File: src/rtl/sirv_uart_pkg.sv
// Shared UART definitions: receive state encoding, frame width and idle line level.
// Pure declarations; no latency or backpressure of its own.
package sirv_uart_pkg;

  typedef enum logic [2:0] {
    IDLE,
    START,
    DATA,
    STOP,
    WAIT_HIGH
  } uart_state_e;

  localparam int   DATA_BITS = 8;
  localparam int   BITCNT_W  = $clog2(DATA_BITS);
  localparam logic LINE_IDLE = 1'b1;

endpackage

File: src/rtl/sirv_sync_chain.sv
// Flop chain that brings an asynchronous pin into the clock domain.
// Latency STAGES clocks; no backpressure (free-running).
module sirv_sync_chain
  import sirv_uart_pkg::*;
#(
  parameter int   STAGES  = 2,
  parameter logic RST_VAL = LINE_IDLE
) (
  input  logic clock,
  input  logic rst_n,
  input  logic d,
  output logic q
);

  logic [STAGES-1:0] sync_q;
  logic [STAGES-1:0] sync_d;

  always_comb begin
    sync_d = {sync_q[STAGES-2:0], d};
  end

  always_ff @(posedge clock or negedge rst_n) begin
    if (!rst_n) begin
      sync_q <= {STAGES{RST_VAL}};
    end else begin
      sync_q <= sync_d;
    end
  end

  assign q = sync_q[STAGES-1];

endmodule

File: src/rtl/sirv_uartrx.sv
// UART receiver: mid-bit sampling, one byte per frame, framing-error flag.
// Pulses one clock after the last stop sample; no backpressure (sink must always accept).
module sirv_uartrx
  import sirv_uart_pkg::*;
#(
  parameter int SYNC_STAGES = 2
) (
  input  logic                 clock,
  input  logic                 rst_n,
  input  logic                 io_en,
  input  logic                 io_in,
  input  logic [15:0]          io_div,
  input  logic                 io_nstop,
  output logic                 io_out_valid,
  output logic [DATA_BITS-1:0] io_out_bits,
  output logic                 io_frm_err
);

  logic rx_s;
  logic tick;

  uart_state_e          state_q,   state_d;
  logic [15:0]          presc_q,   presc_d;
  logic [BITCNT_W-1:0]  bitcnt_q,  bitcnt_d;
  logic [DATA_BITS-1:0] shifter_q, shifter_d;
  logic                 stoprem_q, stoprem_d;
  logic                 valid_q,   valid_d;
  logic                 err_q,     err_d;
  logic [DATA_BITS-1:0] bits_q,    bits_d;

  sirv_sync_chain #(
    .STAGES  (SYNC_STAGES),
    .RST_VAL (LINE_IDLE)
  ) u_sync (
    .clock (clock),
    .rst_n (rst_n),
    .d     (io_in),
    .q     (rx_s)
  );

  assign tick = (presc_q == 16'd0);

  always_comb begin
    state_d   = state_q;
    presc_d   = presc_q;
    bitcnt_d  = bitcnt_q;
    shifter_d = shifter_q;
    stoprem_d = stoprem_q;
    valid_d   = 1'b0;
    err_d     = 1'b0;
    bits_d    = bits_q;

    if (!io_en) begin
      state_d = IDLE;
      presc_d = 16'd0;
    end else begin
      case (state_q)
        IDLE: begin
          if (rx_s != LINE_IDLE) begin
            // With a one-clock bit the edge cycle itself is the start sample.
            if (io_div == 16'd0) begin
              state_d  = DATA;
              presc_d  = 16'd0;
              bitcnt_d = '0;
            end else begin
              state_d = START;
              presc_d = io_div >> 1;
            end
          end
        end
        START: begin
          if (tick) begin
            if (rx_s != LINE_IDLE) begin
              state_d  = DATA;
              presc_d  = io_div;
              bitcnt_d = '0;
            end else begin
              state_d = IDLE;
            end
          end else begin
            presc_d = presc_q - 16'd1;
          end
        end
        DATA: begin
          if (tick) begin
            shifter_d = {rx_s, shifter_q[DATA_BITS-1:1]};
            presc_d   = io_div;
            bitcnt_d  = bitcnt_q + 1'b1;
            if (bitcnt_q == BITCNT_W'(DATA_BITS - 1)) begin
              state_d   = STOP;
              stoprem_d = io_nstop;
            end
          end else begin
            presc_d = presc_q - 16'd1;
          end
        end
        STOP: begin
          if (tick) begin
            if (rx_s == LINE_IDLE) begin
              if (stoprem_q) begin
                stoprem_d = 1'b0;
                presc_d   = io_div;
              end else begin
                valid_d = 1'b1;
                bits_d  = shifter_q;
                state_d = IDLE;
              end
            end else begin
              err_d   = 1'b1;
              state_d = WAIT_HIGH;
            end
          end else begin
            presc_d = presc_q - 16'd1;
          end
        end
        WAIT_HIGH: begin
          // A held-low break must not be decoded as a string of 0x00 frames.
          if (rx_s == LINE_IDLE) begin
            state_d = IDLE;
          end
        end
        default: begin
          state_d = IDLE;
        end
      endcase
    end
  end

  always_ff @(posedge clock or negedge rst_n) begin
    if (!rst_n) begin
      state_q   <= IDLE;
      presc_q   <= 16'd0;
      bitcnt_q  <= '0;
      shifter_q <= '0;
      stoprem_q <= 1'b0;
      valid_q   <= 1'b0;
      err_q     <= 1'b0;
      bits_q    <= '0;
    end else begin
      state_q   <= state_d;
      presc_q   <= presc_d;
      bitcnt_q  <= bitcnt_d;
      shifter_q <= shifter_d;
      stoprem_q <= stoprem_d;
      valid_q   <= valid_d;
      err_q     <= err_d;
      bits_q    <= bits_d;
    end
  end

  assign io_out_valid = valid_q;
  assign io_frm_err   = err_q;
  assign io_out_bits  = bits_q;

endmodule

File: config.mk
export PLATFORM = sky130hd
export DESIGN_NAME = sirv_uartrx
export DESIGN_NICKNAME = d
export VERILOG_FILES = /design/src/rtl/sirv_uart_pkg.sv /design/src/rtl/sirv_sync_chain.sv /design/src/rtl/sirv_uartrx.sv
export SDC_FILE = /design/constraint.sdc
export NUM_CORES = 1
export LEC_CHECK = 0
export CORE_ASPECT_RATIO = 1.25
export CORE_UTILIZATION = 50
export DETAILED_ROUTE_END_ITERATION = 10
export DONT_BUFFER_PORTS = 1
export HOLD_SLACK_MARGIN = 0.06
export PLACE_DENSITY = 0.68
export SLEW_MARGIN = 20
export SYNTH_ARGS = -nofsm -noshare
export SYNTH_HDL_FRONTEND = slang
export SYNTH_SLANG_ARGS = --single-unit
File: constraint.sdc
create_clock -name clock -period 2.3 [get_ports clock]
set_input_delay 0.23 -clock clock [delete_from_list [all_inputs] [get_ports clock]]
set_output_delay 0.23 -clock clock [all_outputs]
set_load 0.05 [all_outputs]
# Word-level counts from Yosys, hierarchy flattened

Index checks and enable logic that the tools add are counted.

$add $sub $neg: 2
Equality and inequality tests: 24
Multiplexer cells: 42
Bitwise gates (word level): 1
Reduce and logical (&&, ||, !) cells: 11

Operators with widths:

| operator                                           | count |
|---|---|
| 2-to-1 mux 16 bit                                  | 8 |
| one-hot mux 16 bit (4 select lines)                | 1 |
| 2-to-1 mux 3 bit                                   | 14 |
| logical NOT 16 bit                                 | 2 |
| subtractor 16 x 1 -> 16 bit, second input constant | 1 |
| 2-to-1 mux 15 bit                                  | 1 |
| != test 3 bit, second input constant               | 5 |
| one-hot mux 3 bit (5 select lines)                 | 1 |
| != test 2 bit, second input constant               | 7 |
| AND reduction 7 bit                                | 2 |
| 2-to-1 mux 1 bit                                   | 13 |
| != test 4 bit, second input constant               | 3 |
| AND reduction 5 bit                                | 2 |
| one-hot mux 3 bit (3 select lines)                 | 1 |
| == test 3 x 2 -> 1 bit, second input constant      | 2 |
| == test 3 bit, second input constant               | 2 |
| AND reduction 6 bit                                | 1 |
| != test 5 x 1 -> 1 bit, second input constant      | 1 |
| 2-to-1 mux 2 bit                                   | 2 |
| != test 4 x 3 -> 1 bit, second input constant      | 1 |
| adder 3 x 1 -> 3 bit, second input constant        | 1 |
| == test 3 x 1 -> 1 bit, second input constant      | 1 |
| logical NOT 3 bit                                  | 1 |
| != test 3 x 2 -> 1 bit, second input constant      | 1 |
| 6 further kinds                                    | 6 |

Bits in registers: 43

# Logic depth before layout (Yosys ltp)

Gate-level depths: netlist of run 1.

Depth after elaboration: 5
Mapped depth: 9
Depth with buffers taken out: 7

# Hierarchy

From an unflattened synthesis of run 1, not the netlist that was laid out.

Cells, all modules: 289
Area, all modules: 2623.8 um2

Modules (own cells, without submodules):

| module          | instances | cells each | area each (um2) | seq. area each (um2) |
|---|---|---|---|---|
| sirv_uartrx     | 1         | 287        | 2571.2          | 1026.0 |
| sirv_sync_chain | 1         | 2          | 52.6            | 52.6 |

# Least setup slack after synthesis of run 1

No wires, ideal clock.

Path type: flip-flop to flip-flop
Start: register presc_q[0]
End: register bits_q[0], in the netlist io_out_bits[0]
Data arrival time: 2.087 ns
Slack: 0.085 ns
Stages on the path, launching flop included: 10
Period minus slack after synthesis: 2.215 ns
Cells stage by stage: dfrtp_1 clkbuf_1 inv_1 ha_1 nor3b_2 and4_1 buf_4 nand3_1 nor2_4 mux2_1

Cells in the longest elaborated chain, start to end: 2

Ends and longest elaborated chain:

| what                          | RTL line           | RTL |
|---|---|---|
| start, declared               | sirv_uartrx.sv:23  | `logic [15:0] presc_q, presc_d;` |
| start signal, assigned        | sirv_uartrx.sv:141 | `presc_q <= presc_d;` |
| logical NOT 16 bit            | sirv_uartrx.sv:41  | `assign tick = (presc_q == 16'd0);` |
| AND reduction 5 bit (no line) | --                 |  |
| end signal, assigned          | sirv_uartrx.sv:147 | `bits_q <= bits_d;` |
| end, declared                 | sirv_uartrx.sv:29  | `logic [DATA_BITS-1:0] bits_q, bits_d;` |

No other way between the ends.
A chain may end at the register's enable or synchronous reset.

# Final worst setup path of run 1

Start: register presc_q[0]
End: register presc_q[5]

Cells in the longest elaborated chain, start to end: 4
Elaborated cells on any way between the ends: 11
Those cells by class: add/sub: 1; eq/ne: 3; mux: 5; reduce/logical: 2

Ends and longest elaborated chain:

| what                                                                     | RTL line                                                | RTL |
|---|---|---|
| subtractor 16 x 1 -> 16 bit / logical NOT 16 bit (equally long branches) | --                                                      |  |
| 2-to-1 mux 16 bit, on equally long branches                              | sirv_uartrx.sv:98, sirv_uartrx.sv:72, sirv_uartrx.sv:85 |  |
| one-hot mux 16 bit (4 select lines)                                      | sirv_uartrx.sv:57                                       | `case (state_q)` |
| 2-to-1 mux 16 bit                                                        | sirv_uartrx.sv:53                                       | `if (!io_en) begin` |

Several ways; a longest one is shown, not always the timed one.

==> metrics list, run 1 <==
* Result of the run: finished clean
- Gate Count Post-Synth: 282
* Total nets after synthesis: 307
- The detail route stage leaves a number of antenna-violating nets equal to 0.
- Area fraction in compound gates after synthesis: 19.4%
- Max_slew headroom: 66.6%
* Critical path launch point type: register
- The largest individual stage delay along the critical path comes from the cell sky130_fd_sc_hd__dfrtp_1.
- Number of buffers created by CTS: 5
- End point of the worst hold path: presc_q[13]
- Summed over all nets, wire length on met2 after detailed routing comes to 3.22 mm.
- Final period demand of the worst path: 2.12 ns
* Slowest stage delay, CP: 0.38 ns
* DR vias/cell: 6.32
- Share of layout cells above drive strength 1: 17.9%
* Clock Skew: 0.00629 ns
* CTS root buf: sky130_fd_sc_hd__clkbuf_8
- # rows: 29
- Clock tree from TritonCTS: done
- The design draws 3.20 mW.
- For this run, the leading register cell type out of synthesis is sky130_fd_sc_hd__dfrtp_1.
- Yosys reg bits: 43
- After detailed routing, the number of remaining DRC violations is 0.
- H-Tree Depth: 2
* Critical register-to-register path startpoint: presc_q[0]
* Reg clk slew, reported paths: 0.08 ns
- Critical register-to-register path endpoint: presc_q[5]
* Number of synthesized flops with an enable pin: 0
- The final critical path takes up 92.2% of the cycle.
- Commonest non-fill, non-tap cell in the layout: sky130_fd_sc_hd__dfrtp_1
* Met1 Wirelength: 2.60 mm
* Cell depth of the worst min-delay path: 2
* Vertical die dimension: 84.0 µm
* Critical-path cell list: inv_1, ha_1, nor3b_2, nand4_2, o31ai_2, buf_6, nor2_1, a211oi_1
- After synthesis, the netlist uses 59 different library cells.
- The biggest area contributor in the post-synthesis netlist is sky130_fd_sc_hd__dfrtp_1.
- Summing the areas of all xor and xnor instances in the mapped netlist gives 2.28% of the synthesized area.
- In this run the static leakage power is 1.23 nW.
- Sequential share of the synthesized area: 40.1%
- P&R area growth vs syn: 9.64%
- Setup-violating endpoint count in the final report: 0
- Of all nets on the critical path, the largest fanout is 21.
- For this run, the number of Yosys warnings is 0.
* Mean cell area of the mapped netlist: 9.53 µm²
- The first global-routing pass estimated 10.4 mm of wire.
* Setup repair after global routing missed its margin: false
- Via total after detailed routing: 2225
- Horizontal extent of the die: 67.6 µm
* Hold Startpoint: io_en
* Upper clock frequency limit: 471 MHz
- Full die area: 5670 µm²
* Starting density of the core: 52.5%
* Data arrival time at the worst-slack endpoint: 2.32 ns
- After synthesis, the share of flip-flops with an asynchronous set or reset is 100%.
- Buffers and inverters on the worst path: 2
* Minimum hold slack: 0.0733 ns
- Total track usage: 24.4%
- Max-cap violations in this run came to 0.
- Worst skew pair latency: 0.29 ns
- Counting cells, the worst reg-to-reg path comes to 8.
- STA puts the critical path data required time at 2.50 ns.
- Largest voltage drop on the vdd net: 664 µV
* Classification of the worst setup path: register to register
* Met3 wire length: 446 µm
- Top routing layer used: met4
- The final layout contains routed wiring with a total length of 6.31 mm.
- The congestion estimate from routability-driven global placement came to 0.933.
- In this run the standard cell core region covers 5120 µm².
- After Yosys synthesis, full adders, half adders and majority gates account for 1.86% of the synthesized area.
* Slew Viols, Final: 0
- The first routing iteration left 121 violations.
* Number of antenna violations at the first check in global routing: 0
- Largest net degree at the start of global routing: 44
* Clock sink count: 43
- Dividing the detail-routed wire length by the instance count gives 17.9 µm.
- Setup slack on the worst reg-to-reg path comes out at 0.18 ns.
* Simple-gate portion of the synthesized area: 23.1%
- The via count of the first global-routing pass is 2145.
- For the pin with the worst max-slew slack, the measured transition is 0.500 ns.
* Net count reported at finish: 314
* Summed instance area of the synthesized netlist: 2690 µm²
- In this run the count of I/O pins placed on the die edge is 31.
- Type of element capturing the critical path: register
- Final HPWL from detailed placement: 4.52 mm
- The path class of the tightest hold or removal check is input pin to register.
* Commonest cells after routing, fill and taps aside: sky130_fd_sc_hd__dfrtp_1, sky130_fd_sc_hd__nor2_1, sky130_fd_sc_hd__nand2_1
* Gate family responsible for the most delay along the worst path: simple AND/OR/NAND/NOR gates
- The repair_antennas step left the layout with diodes totalling 0.
- Combinational family with the most area after synthesis: simple AND/OR/NAND/NOR gates
- Detailed-router iteration count before antenna repair: 4
- The clock passes through at most 2 buffers.
- Area contributors post-synth: sky130_fd_sc_hd__dfrtp_1, sky130_fd_sc_hd__mux2_1, sky130_fd_sc_hd__nor2_1, sky130_fd_sc_hd__a21oi_1, sky130_fd_sc_hd__mux2_2
- Pwr per Cell Area: 1090 nW/µm²
* Share of cell area taken by muxes after synthesis: 9.36%
- Hold Vio Cnt, Final: 0
- # port buffers: 0
* Residual overflow from global routing: 0
* Accumulated negative setup slack: 0 ns
* Fraction of synthesized cell area taken by the top area cell type: 38.2%
## flip-flops by register name (all words and copies together) (netlist names)
| name | count |
|---|---|
| bitcnt_q | 3 |
| state_q | 3 |
| u_sync.sync_q | 2 |
| io_out_valid | 1 |
| io_out_bits | 8 |
| shifter_q | 8 |
| presc_q | 16 |
| stoprem_q | 1 |
| io_frm_err | 1 |
## routing by layer
metal	GRT usage, %	up-vias
met5	0	-
met4	8.12	0
met3	6.56	4
met2	39.9	78
met1	30.2	1080
li1	-	1063
## power by group
part / switching (mW) / internal [mW] / leakage (nW)
registers: 0.234 / 0.899 / 0.556
clock network: 0.255 / 0.212 / 0.0412
logic: 0.913 / 0.686 / 0.637
total: 1.40 / 1.80 / 1.23
## area by class of cell
cell class / count / area, µm²
repair buffers: 19 / 171
clock buffers: 6 / 72.6
clock inverters: 2 / 12.5
inverters: 6 / 22.5
fillers: 448 / 2170
flip-flops and latches: 43 / 1080
multi-input cells: 214 / 1510
well taps: 62 / 77.6
## cells by family (layout without fill, tap and decap cells)
logic type,Yosys count,count (layout)
xor+xnor,7,7
simple gates,107,107
fa+ha+maj,4,4
flops,43,43
mux,23,23
buf+inv,25,33
compound gates,73,73
## Yosys cell counts, types with 2 or more instances
| library cell | number |
|---|---|
| sky130_fd_sc_hd__nor3_1 | 7 |
| sky130_fd_sc_hd__buf_2 | 2 |
| sky130_fd_sc_hd__a2bb2oi_1 | 3 |
| sky130_fd_sc_hd__mux2_1 | 9 |
| sky130_fd_sc_hd__xnor2_1 | 3 |
| sky130_fd_sc_hd__dfstp_2 | 2 |
| sky130_fd_sc_hd__nand2_1 | 20 |
| sky130_fd_sc_hd__nor2_1 | 25 |
| sky130_fd_sc_hd__clkbuf_1 | 15 |
| sky130_fd_sc_hd__a21oi_1 | 18 |
| sky130_fd_sc_hd__o41ai_2 | 2 |
| sky130_fd_sc_hd__nand4_1 | 5 |
| sky130_fd_sc_hd__o31ai_1 | 2 |
| sky130_fd_sc_hd__xor2_1 | 4 |
| sky130_fd_sc_hd__o31a_1 | 2 |
| sky130_fd_sc_hd__o21a_1 | 3 |
| sky130_fd_sc_hd__mux2_2 | 8 |
| sky130_fd_sc_hd__inv_1 | 6 |
| sky130_fd_sc_hd__nor4_1 | 11 |
| sky130_fd_sc_hd__nor2b_1 | 4 |
| sky130_fd_sc_hd__o211ai_1 | 2 |
| sky130_fd_sc_hd__mux2i_1 | 6 |
| sky130_fd_sc_hd__o21ai_1 | 2 |
| sky130_fd_sc_hd__nand2b_1 | 3 |
| sky130_fd_sc_hd__nor4_4 | 3 |
| sky130_fd_sc_hd__o21ai_0 | 12 |
| sky130_fd_sc_hd__a22o_1 | 4 |
| sky130_fd_sc_hd__nor3b_1 | 2 |
| sky130_fd_sc_hd__or2_2 | 3 |
| sky130_fd_sc_hd__nand3_1 | 10 |
| sky130_fd_sc_hd__a211oi_1 | 9 |
| sky130_fd_sc_hd__and4_1 | 3 |
| sky130_fd_sc_hd__ha_1 | 4 |
| sky130_fd_sc_hd__nand3b_1 | 2 |
| sky130_fd_sc_hd__dfrtp_1 | 41 |
| sky130_fd_sc_hd__buf_4 | 2 |
## through the flow
| stage | util [%] | worst slack [ns] | area, µm² | cells |
|---|---|---|---|---|
| 6_report | 57.6 | 0.179 | 2950 | 352 |
| 4_1_cts | 57.2 | 0.0713 | 2930 | 351 |
| 2_1_floorplan | - | 0.0853 | 2690 | 282 |
| 5_1_grt | 57.6 | 0.0324 | 2950 | 352 |
| 3_5_place_dp | 54.6 | 0.0819 | 2800 | 340 |
| 3_3_place_gp | 54.6 | 0.119 | 2800 | 340 |
## what timing repair did
item / 4_1_cts / 5_1_grt
gates resized for setup: 0 / 2
endpoints found under the hold margin: 44 / 0
buffers inserted: 0 / 1
hold buffers: 3 / 0
setup endpoints to repair: 0 / 5
## how the worst max path moves through the flow
stage,startpoint,endpoint,slack [ns],cells after the start
3_3_place_gp,presc_q[2],presc_q[0],0.12,6
3_5_place_dp,presc_q[2],presc_q[5],0.08,6
4_1_cts,presc_q[2],presc_q[5],0.07,6
6_report,presc_q[0],presc_q[5],0.18,8
2_1_floorplan,presc_q[0],io_out_bits[0],0.09,9
5_1_grt,presc_q[0],presc_q[5],0.03,8
No activity file was read; power rests on OpenSTA's default activity.
==> inputs of run 2 (changes only) <==
--- a/config.mk
+++ b/config.mk
@@ -7,10 +7,10 @@
 export LEC_CHECK = 0
 export CORE_ASPECT_RATIO = 1.25
 export CORE_UTILIZATION = 50
+export CTS_BUF_LIST = sky130_fd_sc_hd__clkbuf_8
 export DETAILED_ROUTE_END_ITERATION = 10
 export DONT_BUFFER_PORTS = 1
 export HOLD_SLACK_MARGIN = 0.06
-export PLACE_DENSITY = 0.68
 export SLEW_MARGIN = 20
 export SYNTH_ARGS = -nofsm -noshare
 export SYNTH_HDL_FRONTEND = slang
==> constraint.sdc (replaced) <==
create_clock -name clock -period 2.2 [get_ports clock]
set_input_delay 0.22 -clock clock [delete_from_list [all_inputs] [get_ports clock]]
set_output_delay 0.22 -clock clock [all_outputs]
set_load 0.05 [all_outputs]
==> run 2 against run 1 <==
- clock skew increased by 0.00071 ns
- hold slack improved by 0.0070 ns
- worst setup slack got worse by 0.048 ns
- die area unchanged
- non-clock buffer count increased by 12
- sequential share of layout area decreased by 1.5 points
- flip-flop and latch count unchanged
- global-route usage increased by 1.8 points
- largest cell class unchanged
- cell area increased by 4.3%
==> metrics list, run 2 (same netlist as run 1, synthesis figures left out) <==
- Result of the run: finished clean
- The number of clock sinks seen by CTS came to 43 (unchanged).
- The final wirelength was 6.67 mm (+5.6%).
- The DRC marker count from the first detailed-route iteration was 172 (+42%).
- Gate family responsible for the most delay along the worst path: simple AND/OR/NAND/NOR gates
* Crit. Startpoint: presc_q[9]
- The worst setup path is captured at a register.
* Biggest fanout along the worst timing path: 13 (-38%)
* Critical register-to-register path startpoint: presc_q[9]
- The number of H-tree levels is 2 (unchanged).
- The register clock-pin slew on the reported worst setup and hold paths was 0.09 ns (about the same).
- Minimum hold slack: 0.0803 ns (+0.00704 ns)
* Via total after detailed routing: 2257 (+1.4%)
* Power spent charging and discharging nets: 1.56 mW (+12%)
- Global-route wire length before repair: 11.2 mm (+7.2%)
* Slowest stage delay, CP: 0.47 ns (+0.09 ns)
- Setup-violating endpoint count in the final report: 0 (unchanged)
- Number of buffers created by CTS: 5 (unchanged)
- Master of the slowest instance on the critical path: sky130_fd_sc_hd__dfrtp_2
* Worst Path Required: 2.39 ns (-0.11 ns)
* Detailed-router iteration count before antenna repair: 4 (unchanged)
- Worst-margin pin slew: 0.471 ns (-0.0289 ns)
- Leakage dissipation: 1.31 nW (+6.4%)
- Max_slew headroom: 68.6% (+1.9 points)
- Critical-path cell list: nor4_4, nand4_2, buf_4, o41ai_2, mux2_1
- The largest buffer count on any clock path is 2 (unchanged).
- The tree is rooted in a sky130_fd_sc_hd__clkbuf_8.
* Starting density of the core: 52.5% (unchanged)
- The placeable core area came to 5120 µm² (unchanged).
- Share of layout cells above drive strength 1: 22.5% (+4.6 points)
* Count of unresolved DRC violations after routing: 0 (unchanged)
* Critical register-to-register path endpoint: bitcnt_q[0]
- The design internal power is 2.03 mW (+13%).
* Horizontal extent of the die: 67.6 µm (unchanged)
- The critical path is of the register to register type.
- Average wire length per cell after detail routing: 18.3 µm (+2.1%)
- Commonest non-fill, non-tap cell in the layout: sky130_fd_sc_hd__dfrtp_1
- Setup repair after global routing left no endpoint under its margin.
* Part of the power in combinational logic: 53.9% (+3.9 points)
- Critical path launch point type: register
* Hold Vio Cnt, Final: 0 (unchanged)
- The worst voltage drop across the vdd grid is 694 µV (+4.5%).
* Worst skew pair latency: 0.30 ns (about the same)
- The number of cells on the worst reg-to-reg path was 5 (-3).
- Final HPWL from detailed placement: 4.78 mm (+5.8%)
- P&R area growth vs syn: 14.3%
- The final worst clock skew was 0.00700 ns (+0.000708 ns).
- Number of routed nets with antenna violations: 0 (unchanged)
- The number of flip-flops in the largest register came to 16 (unchanged).
- The number of ports placed on the die boundary is 31 (unchanged).
* Switching share of power: 43.5% (-0.34 points)
* # port buffers: 0 (unchanged)
* DR vias/cell: 6.20 (-1.9%)
* Clock share of power: 14.7% (about the same)
* Buffers and inverters on the worst path: 1 (-1)
* Residual overflow from global routing: 0 (unchanged)
- Antenna Diode Count: 0 (unchanged)
- The minimum period implied by the final worst setup slack is 2.07 ns (-0.0517 ns).
* Pwr per Cell Area: 1170 nW/µm² (+7.8%)
- Global placement routability congestion: 0.927 (-0.68%)
- Crit path to: bitcnt_q[0]
- Clock tree from TritonCTS: done
* Largest net degree at the start of global routing: 44 (unchanged)
* Register with the highest flop count: presc_q
- Final cell utilization of the core: 60.0% (+2.5 points)
- The total count of max-transition violations in the final report came to 0 (unchanged).
- The max-cap violation count came to 0 (unchanged).
- In the layout the commonest cells are sky130_fd_sc_hd__dfrtp_1, sky130_fd_sc_hd__buf_4, sky130_fd_sc_hd__nor2_1.
- The chip height was 84.0 µm (unchanged).
- The number of nets in the layout came to 326 (+3.8%).
- The via count of the first global-routing pass was 2245 (+4.7%).
- Number of antenna violations at the first check in global routing: 0 (unchanged)
* Sequential fraction of design power: 31.4% (-4.0 points)
- The full die area was 5670 µm² (unchanged).
* Fill cell count: 443 (-1.1%)
- Upper clock frequency limit: 483 MHz (+2.5%)
- Critical Path Stages: 5 (-3)
- The tightest min-delay check is of the input pin to register type.
* Final period utilization: 94.1% (+1.8 points)
- The slack of the worst reg-to-reg path is 0.13 ns (-0.05 ns).
- The overall fraction of global-route tracks in use was 26.3% (+1.8 points).
- # rows: 29 (unchanged)
* Accumulated negative setup slack: 0 ns (unchanged)
- The critical path arrival came to 2.26 ns (-0.06 ns).
- The overall power consumption was 3.60 mW (+12%).
[run 2: worst register-to-register path: stages, from the launching register on]
cell and delay [ns]:
sky130_fd_sc_hd__dfrtp_2 0.47, sky130_fd_sc_hd__nor4_4 0.41, sky130_fd_sc_hd__nand4_2 0.17, sky130_fd_sc_hd__buf_4 0.23, sky130_fd_sc_hd__o41ai_2 0.33, sky130_fd_sc_hd__mux2_1 0.36
[run 2: layout make-up]
cell class | instances | area [µm²] | share of cell area, %
clock buffer | 5 | 68.8 | 2.24
clock inverter | 3 | 23.8 | 0.774
sequential | 43 | 1080 | 35.2
timing repair buffer | 31 | 265 | 8.64
inverter | 6 | 22.5 | 0.733
multi-input combinational | 214 | 1530 | 49.9
tap | 62 | 77.6 | 2.53
[run 2: worst min-delay path by stage]
| stage | cells after the start | start | slack, ns | endpoint |
|---|---|---|---|---|
| floorplan | 0 | rst_n | -0.08 | bitcnt_q[0] |
| global placement | 0 | rst_n | -0.07 | io_out_bits[4] |
| detailed placement | 0 | rst_n | -0.07 | io_out_bits[4] |
| CTS | 2 | io_en | 0.08 | state_q[1] |
| global route | 2 | io_en | 0.07 | state_q[1] |
| finish | 2 | io_en | 0.08 | io_frm_err |
[run 2: power by group through the flow]
| stage | combinational [mW] | clock, mW | sequential, mW |
|---|---|---|---|
| 3_5_place_dp | 1.83 | 0 | 1.14 |
| 3_3_place_gp | 1.85 | 0 | 1.13 |
| 2_1_floorplan | 1.26 | 0 | 1.14 |
| 5_1_grt | 2.15 | 0.579 | 1.15 |
| 6_report | 1.94 | 0.528 | 1.13 |
| 4_1_cts | 1.87 | 0.542 | 1.12 |
[run 2: what timing repair did]
| item | in CTS | in global routing |
|---|---|---|
| hold endpoints to repair | 47 | 0 |
| gates resized for setup | 0 | 7 |
| setup endpoints to repair | 0 | 19 |
| setup buffers | 0 | 2 |
| hold buffers | 4 | 0 |
[run 2: metal layers]
metal  share of wire, %  track usage (%)  vias up
met5                  0                0        -
met4               0.63             6.96        0
met3                5.6             5.60        4
met2                 50             42.2       68
met1                 44             34.8     1098
li1                   -                -     1087
[run 2: metrics by stage]
stage	setup WS, ns	std cells	cell area (µm²)
after floorplan	0.0177	282	2690
after global placement	0.0452	350	2890
after detailed placement	0.0474	350	2890
after CTS	0.0320	362	3030
after global routing	0.00654	364	3070
final	0.131	364	3070
